### src/rtl/islem_sirali_denetleyici_pkg.sv
// ---------------------------------------------------------------------------
// islem_paket
//   Shared definitions for the operation sequencer between the calculator
//   front end and its arithmetic units.
//   - TUR_* : operation codes, one per arithmetic unit (unit index == code)
//   - durum_t : sequencer state encoding (2-bit)
//   - *_VARSAYILAN : default parameter values
//   - SAYAC_W : width of the optional wait-timeout counter
// ---------------------------------------------------------------------------
package islem_paket;

    localparam int VERI_W_VARSAYILAN       = 32;
    localparam int BIRIM_SAYISI_VARSAYILAN = 4;
    localparam int ZAMAN_ASIMI_VARSAYILAN  = 16;
    localparam int SAYAC_W                 = 8;

    localparam logic [2:0] TUR_TOPLAMA = 3'd0;
    localparam logic [2:0] TUR_CIKARMA = 3'd1;
    localparam logic [2:0] TUR_CARPMA  = 3'd2;
    localparam logic [2:0] TUR_BOLME   = 3'd3;

    typedef enum logic [1:0] {
        BOS    = 2'd0,
        BASLAT = 2'd1,
        BEKLE  = 2'd2,
        SONUC  = 2'd3
    } durum_t;

endpackage

### src/rtl/islem_sirali_denetleyici_zaman_sayaci.sv
// ---------------------------------------------------------------------------
// islem_zaman_sayaci
//   Wait-timeout counter for the sequencer's BEKLE state. Only instantiated
//   when ISLEM_ZAMAN_ASIMI_EN is defined.
//   clk       in  clock, rising edge
//   rst_n     in  synchronous active-low reset
//   i_temizle in  clear the count (asserted on the cycle before BEKLE)
//   i_etkin   in  count this cycle (high while in BEKLE)
//   i_sinir   in  limit; o_doldu marks the counting cycle that reaches it
//   o_doldu   out high in the cycle whose edge brings the count to i_sinir
// ---------------------------------------------------------------------------
module islem_zaman_sayaci
    import islem_paket::*;
(
    input  logic               clk,
    input  logic               rst_n,
    input  logic               i_temizle,
    input  logic               i_etkin,
    input  logic [SAYAC_W-1:0] i_sinir,
    output logic               o_doldu
);

    logic [SAYAC_W-1:0] r_sayac;

    always_ff @(posedge clk) begin
        if (!rst_n || i_temizle) begin
            r_sayac <= '0;
        end else if (i_etkin) begin
            r_sayac <= r_sayac + 1'b1;
        end
    end

    // Look-ahead compare so the sequencer leaves BEKLE on the same edge
    // that the count reaches the limit.
    assign o_doldu = i_etkin && ((r_sayac + 1'b1) == i_sinir);

endmodule

### src/rtl/islem_sirali_denetleyici.sv
// ---------------------------------------------------------------------------
// islem_sirali_denetleyici
//   Sequencer between the calculator front end and the arithmetic units.
//   Accepts one request, starts the unit selected by istek_tur, waits for
//   that unit's gecerli, registers its 2*VERI_W result and overflow flag and
//   presents them to the consumer. One operation in flight at a time.
//
//   Handshakes: a transfer happens on a rising edge where valid and ready
//   are both high. istek_hazir is high only in BOS; gecerli is high only in
//   SONUC and sonuc/tasma/hata stay stable until the transfer edge.
//
//   Optional feature: define ISLEM_ZAMAN_ASIMI_EN to abort BEKLE after
//   ZAMAN_ASIMI cycles with hata=1 (adds the ZAMAN_ASIMI parameter).
//
//   Ports
//     clk, rst_n            clock / synchronous active-low reset
//     istek_gecerli/hazir   request handshake
//     istek_sayi1/2, _tur   request operands and operation code
//     birim_sayi1/2, _tur   registered operands broadcast to all units
//     birim_baslat          one-hot, one-cycle start pulse
//     birim_sonuc/_tasma/_gecerli  per-unit results (unit k at slice k)
//     sonuc, tasma, hata    registered result, overflow, error
//     gecerli, sonuc_hazir  result handshake
//     islem_sayaci          completed result handshakes, wraps
// ---------------------------------------------------------------------------
module islem_sirali_denetleyici
    import islem_paket::*;
#(
    parameter int VERI_W       = VERI_W_VARSAYILAN,
    parameter int BIRIM_SAYISI = BIRIM_SAYISI_VARSAYILAN
`ifdef ISLEM_ZAMAN_ASIMI_EN
   ,parameter int ZAMAN_ASIMI  = ZAMAN_ASIMI_VARSAYILAN
`endif
)(
    input  logic                           clk,
    input  logic                           rst_n,
    input  logic                           istek_gecerli,
    output logic                           istek_hazir,
    input  logic [VERI_W-1:0]              istek_sayi1,
    input  logic [VERI_W-1:0]              istek_sayi2,
    input  logic [2:0]                     istek_tur,
    output logic [VERI_W-1:0]              birim_sayi1,
    output logic [VERI_W-1:0]              birim_sayi2,
    output logic [2:0]                     birim_tur,
    output logic [BIRIM_SAYISI-1:0]        birim_baslat,
    input  logic [BIRIM_SAYISI*2*VERI_W-1:0] birim_sonuc,
    input  logic [BIRIM_SAYISI-1:0]        birim_tasma,
    input  logic [BIRIM_SAYISI-1:0]        birim_gecerli,
    output logic [2*VERI_W-1:0]            sonuc,
    output logic                           tasma,
    output logic                           hata,
    output logic                           gecerli,
    input  logic                           sonuc_hazir,
    output logic [15:0]                    islem_sayaci
);

    durum_t              r_durum;
    durum_t              w_sonraki;
    logic [VERI_W-1:0]   r_sayi1;
    logic [VERI_W-1:0]   r_sayi2;
    logic [2:0]          r_tur;
    logic [2*VERI_W-1:0] r_sonuc;
    logic                r_tasma;
    logic                r_hata;
    logic [15:0]         r_islem_sayaci;

    logic                w_kabul;
    logic                w_tur_gecerli;
    logic                w_teslim;
    logic                w_sec_gecerli;
    logic                w_sec_tasma;
    logic [2*VERI_W-1:0] w_sec_sonuc;
    logic                w_zaman_doldu;

    assign w_kabul       = (r_durum == BOS) && istek_gecerli;
    assign w_tur_gecerli = int'(istek_tur) < BIRIM_SAYISI;
    assign w_teslim      = (r_durum == SONUC) && sonuc_hazir;

    // Only the selected unit's signals are looked at; everything else on
    // the shared result bus is ignored.
    always_comb begin
        w_sec_gecerli = 1'b0;
        w_sec_tasma   = 1'b0;
        w_sec_sonuc   = '0;
        for (int k = 0; k < BIRIM_SAYISI; k++) begin
            if (int'(r_tur) == k) begin
                w_sec_gecerli = birim_gecerli[k];
                w_sec_tasma   = birim_tasma[k];
                w_sec_sonuc   = birim_sonuc[k*2*VERI_W +: 2*VERI_W];
            end
        end
    end

`ifdef ISLEM_ZAMAN_ASIMI_EN
    islem_zaman_sayaci u_zaman_sayaci (
        .clk       (clk),
        .rst_n     (rst_n),
        .i_temizle (r_durum == BASLAT),
        .i_etkin   (r_durum == BEKLE),
        .i_sinir   (SAYAC_W'(ZAMAN_ASIMI)),
        .o_doldu   (w_zaman_doldu)
    );
`else
    assign w_zaman_doldu = 1'b0;
`endif

    // State register
    always_ff @(posedge clk) begin
        if (!rst_n) begin
            r_durum <= BOS;
        end else begin
            r_durum <= w_sonraki;
        end
    end

    // Next-state logic
    always_comb begin
        w_sonraki = r_durum;
        case (r_durum)
            BOS:    if (istek_gecerli) w_sonraki = w_tur_gecerli ? BASLAT : SONUC;
            BASLAT: w_sonraki = BEKLE;
            BEKLE:  if (w_sec_gecerli || w_zaman_doldu) w_sonraki = SONUC;
            SONUC:  if (sonuc_hazir) w_sonraki = BOS;
            default: w_sonraki = BOS;
        endcase
    end

    // State-decoded outputs
    always_comb begin
        istek_hazir  = (r_durum == BOS);
        gecerli      = (r_durum == SONUC);
        birim_baslat = '0;
        for (int k = 0; k < BIRIM_SAYISI; k++) begin
            birim_baslat[k] = (r_durum == BASLAT) && (int'(r_tur) == k);
        end
    end

    // Operand, result and counter registers
    always_ff @(posedge clk) begin
        if (!rst_n) begin
            r_sayi1        <= '0;
            r_sayi2        <= '0;
            r_tur          <= '0;
            r_sonuc        <= '0;
            r_tasma        <= 1'b0;
            r_hata         <= 1'b0;
            r_islem_sayaci <= '0;
        end else begin
            if (w_kabul) begin
                r_sayi1 <= istek_sayi1;
                r_sayi2 <= istek_sayi2;
                r_tur   <= istek_tur;
                if (!w_tur_gecerli) begin
                    r_sonuc <= '0;
                    r_tasma <= 1'b0;
                    r_hata  <= 1'b1;
                end
            end
            if (r_durum == BEKLE) begin
                // A unit answer on the timeout edge still wins.
                if (w_sec_gecerli) begin
                    r_sonuc <= w_sec_sonuc;
                    r_tasma <= w_sec_tasma;
                    r_hata  <= 1'b0;
                end else if (w_zaman_doldu) begin
                    r_sonuc <= '0;
                    r_tasma <= 1'b0;
                    r_hata  <= 1'b1;
                end
            end
            if (w_teslim) begin
                r_islem_sayaci <= r_islem_sayaci + 16'd1;
            end
        end
    end

    assign birim_sayi1  = r_sayi1;
    assign birim_sayi2  = r_sayi2;
    assign birim_tur    = r_tur;
    assign sonuc        = r_sonuc;
    assign tasma        = r_tasma;
    assign hata         = r_hata;
    assign islem_sayaci = r_islem_sayaci;

endmodule

### config.mk
export PLATFORM = sky130hd
export DESIGN_NAME = islem_sirali_denetleyici
export DESIGN_NICKNAME = d
export VERILOG_FILES = /design/src/rtl/islem_sirali_denetleyici_pkg.sv /design/src/rtl/islem_sirali_denetleyici_zaman_sayaci.sv /design/src/rtl/islem_sirali_denetleyici.sv
export SDC_FILE = /design/constraint.sdc
export NUM_CORES = 1
export LEC_CHECK = 0
export BUFFER_PORTS_ARGS = -buffer_cell sky130_fd_sc_hd__buf_2
export CAP_MARGIN = 40
export CORE_AREA = 2 2 189 191
export DETAILED_ROUTE_END_ITERATION = 8
export DIE_AREA = 0 0 191 193
export PLACE_DENSITY = 0.56
export SLEW_MARGIN = 40
export SYNTH_ARGS = -nofsm -noshare
export SYNTH_HDL_FRONTEND = slang
export SYNTH_SLANG_ARGS = --single-unit
export TNS_END_PERCENT = 5
### constraint.sdc
create_clock -name clk -period 5.05 [get_ports clk]
set_input_delay 1.2625 -clock clk [delete_from_list [all_inputs] [get_ports clk]]
set_output_delay 1.2625 -clock clk [all_outputs]
set_load 0.005 [all_outputs]
* Yosys cells after proc, flatten, opt, wreduce, memory -nomap -nowiden *
Index checks and enable logic that the tools add are counted.

storage, ports and cells
  register bits = 151
  bits of input ports = 335
  logic and storage cells = 57

operators by class
  $add $sub $neg = 1
  $lt $le $gt $ge = 1
  equal/unequal tests = 9
  muxes and demuxes = 29
  reduce and logical (&&, ||, !) cells = 9

operators by type and width
  kind                                                                     number
  64-bit 2-to-1 mux                                                        8
  16-bit by 1-bit adder with 16-bit output, second input constant          1
  1-bit 2-to-1 mux                                                         16
  2-bit 2-to-1 mux                                                         4
  2-bit one-hot mux with 4 select lines                                    1
  3-bit == test, second input constant                                     2
  1-bit logical AND                                                        6
  2-bit == test, second input constant                                     2
  2-bit inequality test, second input constant                             2
  3-bit by 2-bit == test with 1-bit output, second input constant          1
  3-bit logical NOT                                                        1
  3-bit < comparator, second input constant                                1
  3-bit AND reduction                                                      1
  2-bit by 1-bit == test with 1-bit output, second input constant          1
  2-bit logical NOT                                                        1
  2-bit by 1-bit inequality test with 1-bit output, second input constant  1

* Logic depth before layout (Yosys ltp) *
Gate-level depths: netlist of run 1.

  word-level depth = 7
  depth in mapped cells = 9

* Worst setup path before layout of run 1 *
No wires, ideal clock.

  path type = input -> register
  start = input istek_gecerli
  end = register r_sonuc[51] (netlist: sonuc[51])
  setup time = 0.069 ns
  arrival = 2.316 ns
  required time = 4.981 ns
  setup slack = 2.665 ns
  stages = 7
  buffers on the path = 3
  cell sequence = and2_1 buf_2 a21oi_1 buf_2 clkbuf_1 nand3_1 o21ai_1

on the way
  word-level cells in the longest chain between the ends = 4

RTL lines
  what                  line                             text
  from (decl)           islem_sirali_denetleyici.sv:37   input logic istek_gecerli,
  1-bit logical AND *   islem_sirali_denetleyici.sv:75   assign w_kabul = (r_durum == BOS) && istek_gecerli;
  64-bit 2-to-1 mux *   islem_sirali_denetleyici.sv:149  if (w_kabul) begin
  64-bit 2-to-1 mux     islem_sirali_denetleyici.sv:161  if (w_sec_gecerli) begin
  64-bit 2-to-1 mux *   islem_sirali_denetleyici.sv:159  if (r_durum == BEKLE) begin
  to (signal assigned)  islem_sirali_denetleyici.sv:162  r_sonuc <= w_sec_sonuc;
  to (decl)             islem_sirali_denetleyici.sv:62   logic [2*VERI_W-1:0] r_sonuc;

Mark *: on every way between the ends. The rest lies on a longest branch, timed or not.
A chain may end at the register's enable or synchronous reset.

* Final worst setup path of run 1 *
  start = register r_durum[1]
  end = output birim_baslat[1]

on the way
  word-level cells in the longest chain between the ends = 2

RTL lines
  what                                      line                             text
  from (decl)                               islem_sirali_denetleyici.sv:57   durum_t r_durum;
  from (signal assigned)                    islem_sirali_denetleyici.sv:112  r_durum <= w_sonraki;
  2-bit by 1-bit == test with 1-bit output  islem_sirali_denetleyici.sv:134  birim_baslat[k] = (r_durum == BASLAT) && (int'(r_tur) == k);
  1-bit logical AND                         islem_sirali_denetleyici.sv:134
  to (decl)                                 islem_sirali_denetleyici.sv:45   output logic [BIRIM_SAYISI-1:0] birim_baslat,

No other way between the ends.

==> impl_results.md, run 1 <==
- Port bufs: 489
- Synth cell types: 30
- Max Slew Vio Count: 0
- Syn Inst Count: 774
- Final Hold Viols: 0
- Fmax: 332.6 MHz
- # setup viols final: 0
- DRC: 0
- Number of synthesized flops with an enable pin: 0
- Gpl congestion: 0.7722
- CP Max Fanout: 4
- Worst-margin pin slew: 0.8681 ns
- Cell Area, Synth: 7153 µm²
- Worst-path clk slew: 0.06 ns
- H-tree lvl count: 4
- Most frequent cell after synthesis: nand2_1
- Share of cells above drive strength 1: 0.4875
- Crit end category: output pin
- Placed inst area: around 10000 µm²
- Initial Util: 0.2046
- Die Wd: 191 µm
- Total wire length: 27.70 mm
- Avg Synthesized Cell Area: 9.242 µm²
- Clock sinks: 151
- Remaining global-route overflow: 0
- Vias per cell: about 4.4
- Cell row count: just under 70
- Yosys warning count: 0
- Drt wl/cell: approximately 16 µm
- Period utilisation layout: 0.5954
- Max cap viols: 0
- CTS tree: yes
- Most frequent cells after synthesis: 207 x nand2_1, 151 x dfxtp_1, 75 x a21oi_1
- CP required: roughly 3.8 ns
- Cell taking the most area after synthesis: dfxtp_1
- Slew margin rel.: 0.4213
- # hold bufs at CTS: 0
- Min cycle time layout: 3.007 ns
- CTS Buf Count: 17
- Run status: finished clean
- Sequential share of the synthesized area: 0.4226
- Pwr Density: 381.3 nW/µm²
- Crit path launch type: flip-flop
- Post-CTS resize count: 0
- Core box area: around 35000 µm²
- Boundary pin count: 490
- Die Y: 193 µm
- Layout fillers: 3768
- Global-route wire length before repair: 38.43 mm
- Post-Syn Nets: 1115
- Clock skew: 0.01040 ns
- Area growth syn-to-layout: 48.26%
- Post-route design area: 10610 µm²
- Global Route Usage Sum: 0.1375
- Top cell type's share of synthesized area: 0.4226
- DR pass1 iterations: 5
- Setup tns final: 0 ns
- Post-DP HPWL: between 20 and 25 mm
- Post-synth ARST share: 0
- Root buf cell: clkbuf_16
- CTS Buffer Depth: 2
- Nets: 1565
- Critical path type: reg2out
- Hold Path Class: reg2reg
- Initial detailed-routing violation count: 370
- Routed via count: 7530
- # placed instances: ~1700
- Initial antenna violation count: 1
- Non-Filler Instances: roughly 1700
- Top_reg_cell synth: dfxtp_1
- Synth area leaders: dfxtp_1 42%, mux4_2 21%, nand2_1 11%
- Full die area: 36860 µm²
- Largest net degree at the start of global routing: 86
- Post-CTS Setup Bufs: 0
- Peak VDD IR: 0.3074 mV
- RSZ-0062 raised after global routing: no
- Static leakage: 0.004789 µW
- Clk_lat worst skew: 0.43 ns
- Vias in the first global route: 6943
- Antenna Nets Post-Route: 0
- WP data arrival: 1.74 ns
- Yosys reg bits: 151
==> worst paths after layout <==
check            startpoint              end  slack, ns  cells after the start
max              r_durum[1]  birim_baslat[1]       2.04                      6
min          birim_sayi1[0]   birim_sayi1[0]       0.45                      2
max reg2reg    birim_tur[0]        sonuc[55]       2.46                      5
min reg2reg  birim_sayi1[0]   birim_sayi1[0]       0.45                      2
==> critical path: stages (launching register included) <==
cell	delay [ns]
dfxtp_1	0.32
inv_1	0.11
ha_1	0.17
nor2b_1	0.34
nand2_1	0.12
nor2_1	0.12
buf_2	0.13
==> logic make-up (layout without fill, tap and decap cells) <==
group | count (synthesis) | in the layout | synth area share
other | 0 | 1 | 0
multiplexers | 67 | 67 | 0.2094
AND/OR/NAND/NOR | 314 | 314 | 0.1870
flip-flops | 151 | 151 | 0.4226
XOR/XNOR | 10 | 10 | 0.01224
adder cells (fa/ha/maj) | 6 | 6 | 0.01049
buffers and inverters | 75 | 538 | 0.05072
AO/OA/AOI/OAI | 151 | 151 | 0.1076
==> where the power goes <==
part / internal (µW) / switching, µW
Sequential: 1360 / 112
Combinational: 536 / 655
Clock: 872 / 512
==> layer usage <==
layer | track usage | up-vias | wire [µm]
met5 | 0 | - | 13
met4 | 0.04770 | 2 | 492
met3 | 0.04018 | 27 | 2283
met2 | 0.2326 | 337 | 13610
met1 | 0.1665 | 3525 | 11300
li1 | - | 3639 | -
==> layout make-up <==
cell class | instances | area [µm²] | share of cell area
clock inverters | 10 | 166.4 | 0.01569
multi-input cells | 548 | 3797 | 0.3581
inverters | 7 | 26.28 | 0.002478
diodes | 1 | 2.502 | 0.0002360
flip-flops and latches | 151 | 3030 | 0.2857
clock buffers | 22 | 475.5 | 0.04483
repair buffers | 499 | 2530 | 0.2386
well taps | 461 | 576.8 | 0.05439
==> sequential cells by signal, summed over array words and instances (netlist names) <==
name	cells
sonuc	64
birim_sayi1	32
birim_sayi2	32
islem_sayaci	16
birim_tur	3
r_durum	2
hata	1
tasma	1
==> cells in the final DEF, fill, tap and decap left out, types with 4 or more instances in the layout <==
master	synthesis	routed
o21ai_1	7	7
a21oi_1	75	74
bufinv_16	0	4
buf_4	2	8
inv_1	7	6
ha_1	6	6
clkbuf_16	0	18
and3_1	4	4
o21ai_0	65	65
xor2_1	6	6
xnor2_1	4	4
or3_1	5	5
nand4_1	5	5
dfxtp_1	151	149
mux4_2	66	66
buf_2	11	489
nor2_1	13	12
nand2_1	207	206
nand3_1	71	71
==> stage by stage <==
step | hold slack [ns] | total power (µW) | setup WS (ns) | utilization
5_1_grt | 0.4666 | 4294 | 1.848 | 0.3032
3_3_place_gp | 0.4392 | 2679 | 1.961 | 0.2847
3_5_place_dp | 0.4432 | 2704 | 1.894 | 0.2848
4_1_cts | 0.4515 | 4118 | 1.959 | 0.3031
6_report | 0.4503 | 4044 | 2.043 | 0.3033
2_1_floorplan | 0.4527 | 2215 | 2.665 | -
Note: power is estimated with default switching activity, not from simulation.
==> run 2: changes to the inputs <==
--- a/config.mk
+++ b/config.mk
@@ -10,7 +10,7 @@
 export CORE_AREA = 2 2 189 191
 export DETAILED_ROUTE_END_ITERATION = 8
 export DIE_AREA = 0 0 191 193
-export PLACE_DENSITY = 0.56
+export PLACE_DENSITY = 0.57
 export SLEW_MARGIN = 40
 export SYNTH_ARGS = -nofsm -noshare
 export SYNTH_HDL_FRONTEND = slang
==> constraint.sdc (replaced) <==
create_clock -name clk -period 2.7 [get_ports clk]
set_input_delay 0.675 -clock clk [delete_from_list [all_inputs] [get_ports clk]]
set_output_delay 0.675 -clock clk [all_outputs]
set_load 0.005 [all_outputs]
==> run 2 against run 1 <==
Net effect: non-clock buffer count up 4; cell area up 0.57%; setup slack worse by 1.8 ns; clock power up 75%; sequential share of layout area down 0.16 points; utilization up 0.17 points; critical path depth down 1; global-route usage up 0.14 points; final cell count up 0.18%; combinational power up 95%; sequential power up 85%; clock-buffer cell count unchanged.
==> impl_results.md, run 2 (synthesis gave the netlist of run 1 again) <==
- Peak VDD IR: 0.4043 mV
- Initial detailed-routing violation count: between 300 and 400
- Top delay family on crit path: simple AND/OR/NAND/NOR gates
- Hold slack final: 0.4508 ns
- Crit-path cells: inv_1 -> ha_1 -> nor2b_1 -> nor3b_1 -> buf_2
- CTS Buf Count: 17
- Die Y: ~190 µm
- Initial antenna violation count: 1
- Max reg flops: 64
- Nets: 1569
- Max cap viols: 0
- Vias in the first global route: 7114
- Boundary pin count: 490
- Cell row count: 69
- Gpl congestion: 0.8069
- Area of the multi-input gates: roughly 3800 µm²
- Pre-CTS setup slack: 0.5164 ns
- Final Hold Viols: 0
- Area growth syn-to-layout: 49.10%
- Max Slew Vio Count: 0
- Antenna Nets Post-Route: 0
- Share of cells above drive strength 1: 0.4899
- Vias per cell: 4.445
- Global-route wire length before repair: 39.13 mm
- Commonest non-fill, non-tap cell in the layout: buf_2
- Crit end category: output pin
- Die Wd: between 150 and 200 µm
- Run status: finished clean
- Post-CTS Setup Bufs: 0
- Post-DP HPWL: 21.56 mm
- DRC: 0
- # setup viols final: 0
- Fmax: slightly above 400 MHz
- CP Max Fanout: 4
- Layout fillers: 3808
- Remaining global-route overflow: 0
- Hold Path Class: reg2reg
- CP required: 2.03 ns
- Period utilisation layout: 0.9114
- Min cycle time layout: 2.461 ns
- WP data arrival: 1.79 ns
- CTS tree: yes
- CTS Buffer Depth: 2
- Register Area: about 3000 µm²
- Routed via count: 7565
- Largest net degree at the start of global routing: between 70 and 80
- Setup tns final: 0 ns
- Critical path type: reg2out
- Commonest non-fill, non-tap cells in the layout: 489 x buf_2, 206 x nand2_1, 149 x dfxtp_1
- Slew margin rel.: 0.6719
- Final WS setup: roughly 0.24 ns
- Drt wl/cell: 16.25 µm
- N_diodes: 0
- Clock sinks: 151
- Post-CTS resize count: 0
- CP max stage delay: between 0.3 and 0.4 ns
- Worst-margin pin slew: 0.4922 ns
- Worst-path clk slew: 0.06 ns
- Total Power: around 7500 µW
- DR pass1 iterations: 4
- Final core occ: 0.3050
- WP buf/inv: 2
- Root buf cell: clkbuf_16
- Pwr Density: 698.6 nW/µm²
- Global Route Usage Sum: 0.1388
- RSZ-0062 raised after global routing: no
- Clk_lat worst skew: 0.43 ns
- Total wire length: 27.65 mm
- Crit path launch type: flip-flop
- CP max stage cell: dfxtp_1
- Initial Util: 0.2046
- Full die area: 36860 µm²
- Clock skew: about 0.0086 ns
- Core box area: 34960 µm²
- # hold bufs at CTS: 0
- Port bufs: 489
- Static leakage: between 0.004 and 0.005 µW
- H-tree lvl count: 4
## run 2: cell types whose count changed in the layout (fill, tap and decap cells not counted), sizes merged
cell | previous run | this run
bufinv | 4 | 2
diode | 1 | 0
clkinv | 3 | 5
buf | 499 | 503
## run 2: final timing paths
| kind | start | to | slack [ns] | depth (start not counted) |
|---|---|---|---|---|
| setup / recovery | r_durum[1] | birim_baslat[0] | 0.24 | 5 |
| hold / removal | birim_sayi1[13] | birim_sayi1[13] | 0.45 | 2 |
| setup reg to reg | birim_tur[1] | sonuc[27] | 0.81 | 5 |
| hold reg to reg | birim_sayi1[13] | birim_sayi1[13] | 0.45 | 2 |
## run 2: area by class of cell
type | count | share of cell area
Clock buffer | 22 | 0.04446
Clock inverter | 10 | 0.01126
Inverter | 7 | 0.002464
Multi-Input combinational cell | 548 | 0.3561
Sequential cell | 151 | 0.2841
Tap cell | 461 | 0.05408
Timing Repair Buffer | 503 | 0.2475
## run 2: report_power, final
part	total, µW	internal [µW]	leakage [µW]	switching (µW)
registers	2720	2530	0.00123	184
logic	2320	1070	0.00330	1250
clock network	2410	1440	0.000287	971
total	7450	5040	0.00482	2410
## run 2: worst min-delay path, stage by stage, from the launching register on
cell and delay, ns:
dfxtp_1 0.31, nand2_1 0.05, a21oi_1 0.05
## run 2: routing by layer
metal  track usage  part of all wire  vias to the layer above
li1              -                 -                     3639
met4       0.03846             0.012                        2
met2        0.2398              0.50                      290
met5             0           0.00047                        -
met1        0.1673              0.40                     3614
met3       0.04163             0.080                       20
## run 2: metrics by stage
stage	instance area (µm²)	cells
global placement	10070	1670
floorplan	7153	774
detailed placement	10070	1670
CTS	10670	1702
global route	10670	1702
finish	10670	1702
==> run 3: changes to the inputs <==
--- a/config.mk
+++ b/config.mk
@@ -7,12 +7,15 @@
 export LEC_CHECK = 0
 export BUFFER_PORTS_ARGS = -buffer_cell sky130_fd_sc_hd__buf_2
 export CAP_MARGIN = 40
-export CORE_AREA = 2 2 189 191
+export CELL_PAD_IN_SITES_DETAIL_PLACEMENT = 1
+export CELL_PAD_IN_SITES_GLOBAL_PLACEMENT = 1
+export CORE_AREA = 2 2 190 192
 export DETAILED_ROUTE_END_ITERATION = 8
-export DIE_AREA = 0 0 191 193
-export PLACE_DENSITY = 0.57
+export DIE_AREA = 0 0 192 194
+export PLACE_DENSITY = 0.72
 export SLEW_MARGIN = 40
 export SYNTH_ARGS = -nofsm -noshare
 export SYNTH_HDL_FRONTEND = slang
+export SYNTH_HIERARCHICAL = 1
 export SYNTH_SLANG_ARGS = --single-unit
 export TNS_END_PERCENT = 5
==> run 3 against run 2 <==
Net effect: clock-buffer cell count down 2; area after synthesis unchanged; non-clock buffer count decreased by 2.
==> impl_results.md, run 3 <==
- WP data arrival: 1.79 ns
- Final Hold Viols: 0
- Max Slew Vio Count: 0
- CTS tree: yes
- Pwr Density: 709.3 nW/µm²
- Largest net degree at the start of global routing: 97
- Total wire length: 29.72 mm
- Initial antenna violation count: 2
- Routed via count: 7542
- Vias per cell: 4.439
- Crit-path cells: inv_1 -> ha_1 -> nor2b_1 -> nor3b_1 -> buf_2
- Met3 GRT Util: 0.04760
- Initial Util: 0.2031
- Nets: 1567
- CTS Buffer Depth: 2
- Global-route wire length before repair: 43.99 mm
- Core box area: about 35000 µm²
- Antenna Nets Post-Route: 0
- Die Wd: around 190 µm
- Max reg flops: 64
- RSZ-0062 raised after global routing: no
- DRC: 0
- Clock skew: 0.01102 ns
- CTS Buf Count: 17
- Global Route met2 Usage: 0.2774
- Crit path launch type: flip-flop
- CP Max Fanout: 4
- Max cap viols: 0
- # hold bufs at CTS: 0
- N_diodes: 0
- Period utilisation layout: 0.9118
- Top_reg_cell synth: dfxtp_1
- Most frequent cells after synthesis: 207 x nand2_1, 151 x dfxtp_1, 75 x a21oi_1
- Slew margin rel.: 0.5096
- Commonest non-fill, non-tap cells in the layout: 489 x buf_2, 206 x nand2_1, 149 x dfxtp_1
- Fmax: 406.2 MHz
- Setup tns final: 0 ns
- CP max stage cell: nor2b_1
- Post-synth ARST share: 0
- R2R setup slack: 0.80 ns
- Synth cell types: 30
- Critical path type: reg2out
- Hold Path Class: reg2reg
- Remaining global-route overflow: 0
- Root buf cell: clkbuf_16
- Clock sinks: 151
- Post-DP HPWL: roughly 23 mm
- Hold slack final: 0.4526 ns
- CP required: approximately 2.0 ns
- Post-CTS Setup Bufs: 0
- Top delay family on crit path: simple AND/OR/NAND/NOR gates
- Register Area: 3030 µm²
- Cell taking the most area after synthesis: dfxtp_1
- Number of synthesized flops with an enable pin: 0
- Run status: finished clean
- Placed inst area: 10060 µm²
- Clk_lat worst skew: between 0.4 and 0.5 ns
- Gpl congestion: 0.8703
- Cell row count: 69
- Most frequent cell after synthesis: nand2_1
- Die Y: 194 µm
- Static leakage: 0.004809 µW
- Post-Syn Nets: 1115
- Area growth syn-to-layout: 48.92%
- Area of the multi-input gates: 3797 µm²
- Initial detailed-routing violation count: 267
- Avg Synthesized Cell Area: 9.242 µm²
- Crit end category: output pin
- Peak VDD IR: 0.3949 mV
- Syn Inst Count: just under 800
- Boundary pin count: 490
- Full die area: 37250 µm²
- Vias in the first global route: 7876
- Global Route Usage Sum: 0.1539
- Commonest non-fill, non-tap cell in the layout: buf_2
- Min cycle time layout: 2.462 ns
- Cell Area, Synth: ~7000 µm²
- CP max stage delay: ~0.34 ns
- Synth area leaders: dfxtp_1 42%, mux4_2 21%, nand2_1 11%
- Layout fillers: ~4300
- GRT busiest layer: met2
- Yosys warning count: 6
- Worst-margin pin slew: 0.7357 ns
- WP buf/inv: 2
- Yosys reg bits: 151
- Met1 GRT Util: 0.1717
- Post-CTS resize count: 0
- Share of cells above drive strength 1: 0.4887
- Top cell type's share of synthesized area: 0.4226
- Worst-path clk slew: 0.07 ns
- Post-route design area: 10650 µm²
- # setup viols final: 0
- H-tree lvl count: 4
- Drt wl/cell: 17.49 µm
- Sequential share of the synthesized area: 0.4226
- DR pass1 iterations: 4
- Port bufs: 489
## run 3: changes by cell type in the layout (fill, tap and decap cells not counted)
| cell | previous run | this run |
|---|---|---|
| buf_4 | 7 | 5 |
| clkbuf_8 | 3 | 1 |
| bufinv_16 | 2 | 3 |
| clkinv_4 | 3 | 2 |
| inv_6 | 1 | 2 |
## run 3: per-layer routing
metal	up-vias	routed length, µm
met5	-	0
met1	3600	11670
met4	0	567
met3	33	2382
li1	3630	-
met2	279	15100
## run 3: power breakdown
part           switching, µW  total [µW]  internal [µW]
Sequential               188        2720           2530
Combinational           1310        2370           1060
Clock                    984        2460           1480
## run 3: cells by family (layout without fill, tap and decap cells)
group,after synthesis,in the layout,share of synthesized area
flip-flops,151,151,0.4226
adder cells (fa/ha/maj),6,6,0.01049
AND/OR/NAND/NOR,314,314,0.1870
buffers and inverters,75,539,0.05072
multiplexers,67,67,0.2094
AO/OA/AOI/OAI,151,151,0.1076
XOR/XNOR,10,10,0.01224
## run 3: through the flow
step	cells	worst slack (ns)	util	total power, µW
floorplan	774	0.9026	-	4142
global placement	1668	0.5786	0.2855	5124
detailed placement	1668	0.5216	0.2855	5192
CTS	1699	0.1521	0.3024	7707
global route	1699	0.07126	0.3024	8037
finish	1699	0.2381	0.3024	7556
## run 3: path summary, 6_finish.rpt
check,start,endpoint,depth (start not counted)
worst min register to register,birim_sayi1[11],birim_sayi1[11],2
worst max-delay path,r_durum[1],birim_baslat[0],5
worst min-delay path,birim_sayi1[11],birim_sayi1[11],2
worst max register to register,birim_tur[1],sonuc[60],5
## run 3: tightest hold or removal path, stage by stage, from the launching register on
cell and delay (ns):
dfxtp_1 0.31, nand2_1 0.05, a21oi_1 0.05
## run 3: area by class of cell
class                   instances  area share
clock buffers                  20     0.04193
clock inverters                11     0.01409
inverters                       7    0.002467
multi-input cells             548      0.3565
flip-flops and latches        151      0.2845
well taps                     461     0.05415
repair buffers                501      0.2464
